### config.mk
export PLATFORM = sky130hd
export DESIGN_NAME = uart_keypad_rx
export DESIGN_NICKNAME = d
export VERILOG_FILES = /design/src/rtl/chip8_pkg.sv /design/src/rtl/uart_rx.sv /design/src/rtl/uart_keypad_rx.sv
export SDC_FILE = /design/constraint.sdc
export NUM_CORES = 1
export LEC_CHECK = 0
export CORE_ASPECT_RATIO = 1.1
export CORE_UTILIZATION = 54
export DETAILED_ROUTE_END_ITERATION = 6
export PLACE_DENSITY = 0.79
export SETUP_SLACK_MARGIN = 0.2
export SYNTH_ARGS = -nofsm -noshare
export SYNTH_HDL_FRONTEND = slang
export SYNTH_SLANG_ARGS = --single-unit
### constraint.sdc
create_clock -name clk -period 2.1 [get_ports clk]
set_input_delay 0.42 -clock clk [delete_from_list [all_inputs] [get_ports clk]]
set_output_delay 0.42 -clock clk [all_outputs]
set_load 0.05 [all_outputs]
### src/rtl/chip8_pkg.sv
// Shared constants and types for the CHIP-8 serial keypad receiver:
// command encodings, receiver state enum and the ASCII hex-digit helper.
package chip8_pkg;

  localparam logic [3:0] KP_CMD_PRESS   = 4'h1;
  localparam logic [3:0] KP_CMD_RELEASE = 4'h2;
  localparam logic [7:0] KP_CMD_CLEAR   = 8'h30;
  localparam logic [7:0] KP_ASCII_SPACE = 8'h20;

  typedef enum logic [2:0] {
    WAIT_IDLE,
    IDLE,
    START,
    DATA,
    STOP
  } rx_state_e;

  // Returns {hit, digit}; letters have low nibble 1..6, so digit = nibble + 9.
  function automatic logic [4:0] kp_ascii_hex(input logic [7:0] b);
    logic [4:0] r;
    r = '0;
    if (b >= 8'h30 && b <= 8'h39) begin
      r = {1'b1, b[3:0]};
    end else if ((b >= 8'h41 && b <= 8'h46) || (b >= 8'h61 && b <= 8'h66)) begin
      r = {1'b1, b[3:0] + 4'd9};
    end
    return r;
  endfunction

endpackage

### src/rtl/uart_rx.sv
// 8N1 UART receiver: 2-FF synchronizer, mid-bit sampling FSM, byte output
// with one-cycle rx_valid / frame_err pulses.
module uart_rx
  import chip8_pkg::*;
#(
  parameter int CLK_FREQ = 27_000_000,
  parameter int BAUD     = 115200
) (
  input  logic       clk,
  input  logic       rst,
  input  logic       rx,
  output logic [7:0] rx_byte,
  output logic       rx_valid,
  output logic       frame_err
);

  localparam int CPB   = CLK_FREQ / BAUD;
  localparam int CNT_W = $clog2(CPB);
  localparam logic [CNT_W-1:0] HALF = CNT_W'(CPB / 2);
  localparam logic [CNT_W-1:0] LAST = CNT_W'(CPB - 1);

  logic             sync1_q, sync2_q;
  logic             rxs;
  rx_state_e        state_q, state_d;
  logic [CNT_W-1:0] cnt_q, cnt_d;
  logic [2:0]       bit_q, bit_d;
  logic [7:0]       shift_q, shift_d;
  logic [7:0]       rx_byte_q, rx_byte_d;
  logic             rx_valid_q, rx_valid_d;
  logic             frame_err_q, frame_err_d;

  assign rxs = sync2_q;

  always_comb begin
    state_d     = state_q;
    cnt_d       = cnt_q + 1'b1;
    bit_d       = bit_q;
    shift_d     = shift_q;
    rx_byte_d   = rx_byte_q;
    rx_valid_d  = 1'b0;
    frame_err_d = 1'b0;
    case (state_q)
      WAIT_IDLE: begin
        cnt_d = '0;
        if (rxs) state_d = IDLE;
      end
      IDLE: begin
        cnt_d = '0;
        bit_d = '0;
        if (!rxs) state_d = START;
      end
      START: begin
        if (cnt_q == HALF) begin
          cnt_d   = '0;
          state_d = rxs ? IDLE : DATA;
        end
      end
      DATA: begin
        if (cnt_q == LAST) begin
          cnt_d   = '0;
          shift_d = {rxs, shift_q[7:1]};
          bit_d   = bit_q + 3'd1;
          if (bit_q == 3'd7) state_d = STOP;
        end
      end
      STOP: begin
        if (cnt_q == LAST) begin
          cnt_d = '0;
          if (rxs) begin
            rx_byte_d  = shift_q;
            rx_valid_d = 1'b1;
            state_d    = IDLE;
          end else begin
            // Line held low past the stop bit: wait for a real idle level.
            frame_err_d = 1'b1;
            state_d     = WAIT_IDLE;
          end
        end
      end
      default: state_d = WAIT_IDLE;
    endcase
  end

  always_ff @(posedge clk) begin
    sync1_q <= rx;
    sync2_q <= sync1_q;
    shift_q <= shift_d;
    if (rst) begin
      state_q     <= WAIT_IDLE;
      cnt_q       <= '0;
      bit_q       <= '0;
      rx_byte_q   <= '0;
      rx_valid_q  <= 1'b0;
      frame_err_q <= 1'b0;
    end else begin
      state_q     <= state_d;
      cnt_q       <= cnt_d;
      bit_q       <= bit_d;
      rx_byte_q   <= rx_byte_d;
      rx_valid_q  <= rx_valid_d;
      frame_err_q <= frame_err_d;
    end
  end

  assign rx_byte   = rx_byte_q;
  assign rx_valid  = rx_valid_q;
  assign frame_err = frame_err_q;

endmodule

### src/rtl/uart_keypad_rx.sv
// Serial hex keypad: UART bytes decoded into press/release commands for a
// 16-key state vector. Define KEYPAD_ASCII_EN to add ASCII hex-digit decode.
module uart_keypad_rx
  import chip8_pkg::*;
#(
  parameter int CLK_FREQ = 27_000_000,
  parameter int BAUD     = 115200
) (
  input  logic        clk,
  input  logic        rst,
  input  logic        uart_rx,
  output logic [15:0] keys,
  output logic        key_event,
  output logic [3:0]  key_idx,
  output logic [7:0]  rx_byte,
  output logic        rx_valid,
  output logic        frame_err
);

  logic [15:0] keys_q, keys_d;
  logic [3:0]  key_idx_q, key_idx_d;
  logic        key_event_q, key_event_d;
  logic        ascii_hit;

  uart_rx #(
    .CLK_FREQ(CLK_FREQ),
    .BAUD    (BAUD)
  ) u_uart_rx (
    .clk      (clk),
    .rst      (rst),
    .rx       (uart_rx),
    .rx_byte  (rx_byte),
    .rx_valid (rx_valid),
    .frame_err(frame_err)
  );

`ifdef KEYPAD_ASCII_EN
  logic [4:0] ascii_dec;
  assign ascii_dec = kp_ascii_hex(rx_byte);
`endif

  always_comb begin
    keys_d      = keys_q;
    key_idx_d   = key_idx_q;
    key_event_d = 1'b0;
    ascii_hit   = 1'b0;
    if (rx_valid) begin
`ifdef KEYPAD_ASCII_EN
      // ASCII takes priority, so '0' (0x30) is digit 0 rather than release-all.
      if (ascii_dec[4]) begin
        ascii_hit   = 1'b1;
        keys_d      = 16'h0001 << ascii_dec[3:0];
        key_idx_d   = ascii_dec[3:0];
        key_event_d = 1'b1;
      end else if (rx_byte == KP_ASCII_SPACE) begin
        ascii_hit = 1'b1;
        keys_d    = '0;
      end
`endif
      if (!ascii_hit) begin
        if (rx_byte[7:4] == KP_CMD_PRESS) begin
          keys_d[rx_byte[3:0]] = 1'b1;
          key_idx_d            = rx_byte[3:0];
          key_event_d          = 1'b1;
        end else if (rx_byte[7:4] == KP_CMD_RELEASE) begin
          keys_d[rx_byte[3:0]] = 1'b0;
        end else if (rx_byte == KP_CMD_CLEAR) begin
          keys_d = '0;
        end
      end
    end
  end

  always_ff @(posedge clk) begin
    if (rst) begin
      keys_q      <= '0;
      key_idx_q   <= '0;
      key_event_q <= 1'b0;
    end else begin
      keys_q      <= keys_d;
      key_idx_q   <= key_idx_d;
      key_event_q <= key_event_d;
    end
  end

  assign keys      = keys_q;
  assign key_idx   = key_idx_q;
  assign key_event = key_event_q;

endmodule

# Word-level counts from Yosys, hierarchy flattened
# Cells that the tools add are included.
totals:
  ff_bits: 55
  in_bits: 3
  output_inout_bits: 31
  elab_cells: 74
classes:
  add_sub_neg: 2
  n_lt_le_gt_ge: 2
  eq_ne: 16
  muxes: 22
  bitwise_logic: 6
  n_reduce_logical: 14
op_table:
  columns: ["cell", "count"]
  rows:
  - ["16-bit two-way mux", 3]
  - ["8-bit one-hot mux with 3 select lines", 1]
  - ["3-bit two-way mux", 7]
  - ["16-bit AND", 1]
  - ["8-bit two-way mux", 2]
  - ["16-bit NOT", 1]
  - ["16-bit OR", 1]
  - ["3-bit one-hot mux with 5 select lines", 1]
  - ["2-bit by 1-bit != test with 1-bit output (second input constant)", 5]
  - ["8-bit by 1-bit adder with 8-bit output (second input constant)", 1]
  - ["8-bit by 6-bit equality test with 1-bit output (second input constant)", 1]
  - ["8-bit by 7-bit equality test with 1-bit output (second input constant)", 1]
  - ["8-bit equality test (second input constant)", 1]
  - ["2-bit AND reduction", 4]
  - ["3-bit by 2-bit equality test with 1-bit output (second input constant)", 2]
  - ["3-bit equality test (second input constant)", 2]
  - ["3-bit one-hot mux with 2 select lines", 1]
  - ["6-bit AND reduction", 1]
  - ["2-bit OR reduction", 3]
  - ["4-bit by 5-bit less-than comparator with 1-bit output (second input constant)", 1]
  - ["1-bit two-way mux", 5]
  - ["1-bit demux with 4-bit select", 1]
  - ["4-bit by 1-bit equality test with 1-bit output (second input constant)", 1]
  - ["4-bit by 2-bit equality test with 1-bit output (second input constant)", 1]
  - ["12 further kinds", 14]

# Longest topological paths before layout
logic_depth:
  ltp_word: 8
  depth_mapped: 8
  mapped_depth_nobuf: 6

# Modules after synthesis
# From an unflattened synthesis, not the netlist that was laid out.
hier_totals:
  hier_cells: 249
  area_unflattened_um2: 2557.5
modules_own_cells:
  columns: ["module", "n_inst", "cells_per_inst", "area_each_um2", "seq_area_each_um2"]
  rows:
  - ["uart_rx", 1, 131, 1425.1, 760.7]
  - ["uart_keypad_rx", 1, 118, 1132.3, 420.4]

# Worst setup path before layout
# Ideal clock, no wire load.
synth_path:
  kind: "reg2reg"
  startpoint: "register u_uart_rx.rx_valid_q (netlist: u_uart_rx.rx_valid)"
  endpoint: "register key_idx_q[1] (netlist: key_idx[1])"
  setup_time_ps: 128
  t_arrival_ps: 1719
  required_time_ps: 1972
  path_slack_ps: 254
  stages_incl_launch_ff: 6
  path_buffers: 1
  path_cell_list: "dfxtp_1 or3b_2 nor2_2 buf_4 mux2i_1 nor2_1"
synth_between:
  elab_chain_len: 1
synth_lines:
  columns: ["item", "line", "rtl"]
  rows:
  - ["start: declaration", "uart_rx.sv:29", "logic rx_valid_q, rx_valid_d;"]
  - ["start signal: assignment", "uart_rx.sv:100", "rx_valid_q <= rx_valid_d;"]
  - ["2-bit AND reduction (no line)", null, null]
  - ["end signal: assignment", "uart_keypad_rx.sv:81", "key_idx_q <= key_idx_d;"]
  - ["end: declaration", "uart_keypad_rx.sv:21", "logic [3:0] key_idx_q, key_idx_d;"]
# Every way passes these cells.
# A chain may end at the register's enable or synchronous reset.

# Worst setup path in the final report
layout_path:
  startpoint: "register key_event_q (netlist: key_event)"
  endpoint: "output key_event"
layout_lines:
  columns: ["item", "line", "rtl"]
  rows:
  - ["start: declaration", "uart_keypad_rx.sv:22", "logic key_event_q, key_event_d;"]
  - ["start signal: assignment", "uart_keypad_rx.sv:82", "key_event_q <= key_event_d;"]
  - ["end: declaration", "uart_keypad_rx.sv:13", "output logic key_event,"]
# No word-level cell between the ends.

==> impl_metrics.yaml <==
global_routing:
  grt_most_used_layer: "met2"
  grt_pass1_vias: 1916
  grt_max_degree: 24
  grt_use_met2_pct: 38.0
  grtUsageMet1_pct: 28.4
  met3_usage_pct: 5.90
  gr-total-overflow: 0
  track_usage_pct: 23.1
  grt_pass1_wl_mm: 8.55
  antenna_found_initial: 0
worst_hold_path:
  holdPathEnd: "u_uart_rx.rxs"
  hp-class: "reg2reg"
  worstHoldStart: "u_uart_rx.sync1_q"
  holdPathStages: 0
clocking:
  max-clock-path-buffers: 2
  holdBufCountCts: 0
  cts_num_sinks: 55
  post_cts_buffers: 0
  cts-root-buf: "clkbuf_8"
  cts_tree: "built"
  numCtsBuffers: 5
  clkTransAtPathRegs_ps: 90
  clock_insertion_delay_worst_skew_ps: 310
  h-tree-depth: 2
worst_setup_path:
  slowest_stage: "clkdlybuf4s50_1"
  critPathMaxFanout: 1
  r2r-end: "key_idx[1]"
  crit_arrival_ps: 1420
  critPathCaptureType: "primary output"
  crit_type: "reg2out"
  reg2regPathDepth: 5
  critPathLaunchType: "flip-flop"
  r2r_slack_ps: 380
  crit_path_max_incr_delay_ps: 790
  crit_required_ps: 1680
  cp_top_family: "buffers and inverters"
  r2r-start: "u_uart_rx.rx_byte[6]"
  cp_cell_sequence: "clkdlybuf4s50_1"
  cp_num_buf_inv: 1
floorplan:
  rows: 25
  coreArea_um2: 4350
  die_width_um: 66.8
  initial_core_util_pct: 57.3
  die_area_um2: 4890
  ios: 34
  dieHeight_um: 73.3
finish:
  final_layout_size_suffix_gt1_share_pct: 12.2
  final_nets: 301
  antennaDiodeCount: 0
  area_growth_pct: 20.3
  fillCellCount: 343
placed_design:
  port_buffers: 33
  dpl.hpwl_mm: 3.41
  place.gp.congestion: 0.795
timing:
  period_needed_ps: 1840
  hold_viol_final: 0
  period_share_pct: 87.6
  rsz0062_at_grt: "no"
  tns_ps: 0
  tightest_slew_ps: 582
  final_max_slew_viol_count: 0
  max_freq_mhz: 544
  clock_skew_ps: 8.55
  slew_headroom_pct: 61.0
  setup_violations: 0
detailed_routing:
  drc: 0
  ant_nets: 0
  routed_via_density: 5.68
  drt_first_pass_iters: 4
  routed_wl_mm: 4.96
  vias: 1982
  drt-initial-drc-count: 154
  detail_route.wl_per_cell_um: 14.2
logic_synthesis:
  synth_edf_count: 8
  avgSynthCellArea_um2: 9.48
  synthTopCellsByArea: "dfxtp_1 (38%), edfxtp_1 (9.6%), mux2i_1 (7.2%), nor2_1 (5.4%), a21oi_1 (4.6%)"
  yosysTopAreaCell: "dfxtp_1"
  ys.flop_type: "dfxtp_1"
  synth.distinct_cells: 48
  yosys.area.top_type_share_pct: 37.8
  syn_nets: 270
  ys_seq_area_share_pct: 47.4
  ys_warn_count: 0
  synth_cells: 263
  synthesis.area_um2: 2490
  ys_async_sr_fraction_pct: 0
  ys_seq_elements: 55
pwr:
  p_per_area_nw_per_um2: 629
  peakVddDrop_v: 0.000449
  power_frac_seq_pct: 60.4
  pwr-share-clk_pct: 29.9
  p_int_w: 0.00141
  power_w: 0.00189
  leakagePower_nw: 1.49
  p_sw_w: 0.000475
  swShare_pct: 25.2
  combPwrFrac_pct: 9.8
run:
  cap_violations: 0
status:
  status: "completed"
==> cell usage in the layout (no fill, tap or decap), types with 2 or more instances in the layout <==
master           count
a21oi_1             23
a311oi_1             2
a31oi_1              7
and2_1               2
and3_1               5
buf_4               14
clkbuf_8             5
clkdlybuf4s50_1      3
dfxtp_1             47
dlygate4sd2_1        8
dlymetal6s2s_1      18
edfxtp_1             8
ha_1                 4
inv_1                5
mux2i_1             18
nand2_1              7
nand2b_1             9
nand3_1              6
nand4_1              5
nor2_1              36
nor2b_1              7
nor3_1               2
nor3_2               5
nor3b_1              3
o21ai_0              7
o21ai_1              6
or3b_2               3
xnor2_1              2
xor2_1               5
==> Yosys cell counts (4+ instances only) <==
| library cell | instances |
|---|---|
| a21oi_1 | 23 |
| a31oi_1 | 7 |
| and3_1 | 5 |
| buf_2 | 5 |
| clkbuf_1 | 9 |
| dfxtp_1 | 47 |
| edfxtp_1 | 8 |
| ha_1 | 4 |
| inv_1 | 5 |
| mux2i_1 | 18 |
| nand2_1 | 7 |
| nand2b_1 | 9 |
| nand3_1 | 6 |
| nand4_1 | 5 |
| nor2_1 | 36 |
| nor2b_1 | 7 |
| nor3_2 | 5 |
| o21ai_0 | 7 |
| o21ai_1 | 6 |
| xor2_1 | 5 |
==> area by class of cell <==
cell class                      instances  area [um^2]  share of cell area, %
Clock buffer                            6         72.6                   2.42
Clock inverter                          2         12.5                  0.417
Inverter                                5         18.8                  0.626
Multi-Input combinational cell        184         1220                   40.6
Sequential cell                        55         1180                   39.4
Tap cell                               54         67.6                   2.25
Timing Repair Buffer                   43          430                   14.4
==> logic make-up after synthesis <==
group	share of synthesized area [%]
and+or+nand+nor	24.1
DFF	47.4
AOI/OAI and AO/OA	12.5
buffers and inverters	4.32
muxes	7.23
xor gates and xnor gates	2.46
adders and majority gates	2.01
==> sequential cells by signal (all words and copies together) (netlist names) <==
register	count
key_idx	4
u_uart_rx.rx_byte	8
u_uart_rx.bit_q	3
u_uart_rx.state_q	3
u_uart_rx.cnt_q	8
key_event	1
u_uart_rx.frame_err	1
u_uart_rx.sync1_q	1
u_uart_rx.shift_q	8
keys	16
u_uart_rx.rxs	1
u_uart_rx.rx_valid	1
==> power groups by stage <==
stage	Combinational [W]	Clock, W	Sequential [W]
global placement	0.000163	0	0.00116
global route	0.000204	0.000624	0.00115
CTS	0.000170	0.000584	0.00114
floorplan	0.000172	0	0.00112
finish	0.000184	0.000564	0.00114
detailed placement	0.000169	0	0.00116
==> routing by layer <==
layer  up-vias  wire [um]
met2        56       2360
met1       928       2280
met4         0         77
met5         -          0
met3         7        245
li1        991          -
==> what timing repair did <==
item / CTS / global route
resized for setup: 8 / 20
pin swaps: 0 / 0
endpoints found under the setup margin: 8 / 21
==> metrics by stage <==
stage / worst slack [ps] / hold WS, ps / area [um^2] / std cells / utilization (%)
floorplan: 254 / 310 / 2490 / 263 / -
global placement: 363 / 312 / 2870 / 341 / 65.9
detailed placement: 299 / 316 / 2870 / 341 / 65.9
CTS: 201 / 337 / 2940 / 349 / 67.7
global route: 223 / 340 / 3000 / 349 / 69.0
finish: 261 / 332 / 3000 / 349 / 69.0
==> how the worst max path moves through the flow <==
| stage | from | to | slack [ps] | cells after the start |
|---|---|---|---|---|
| final | key_event | key_event | 260 | 1 |
| after global routing | key_event | key_event | 220 | 1 |
| after CTS | key_idx[2] | key_idx[2] | 200 | 1 |
| after detailed placement | rst | u_uart_rx.state_q[2] | 300 | 4 |
| after global placement | u_uart_rx.rx_byte[5] | keys[9] | 360 | 4 |
| after floorplan | u_uart_rx.rx_valid | key_idx[1] | 250 | 5 |
Note: power is estimated with default switching activity, not from simulation.
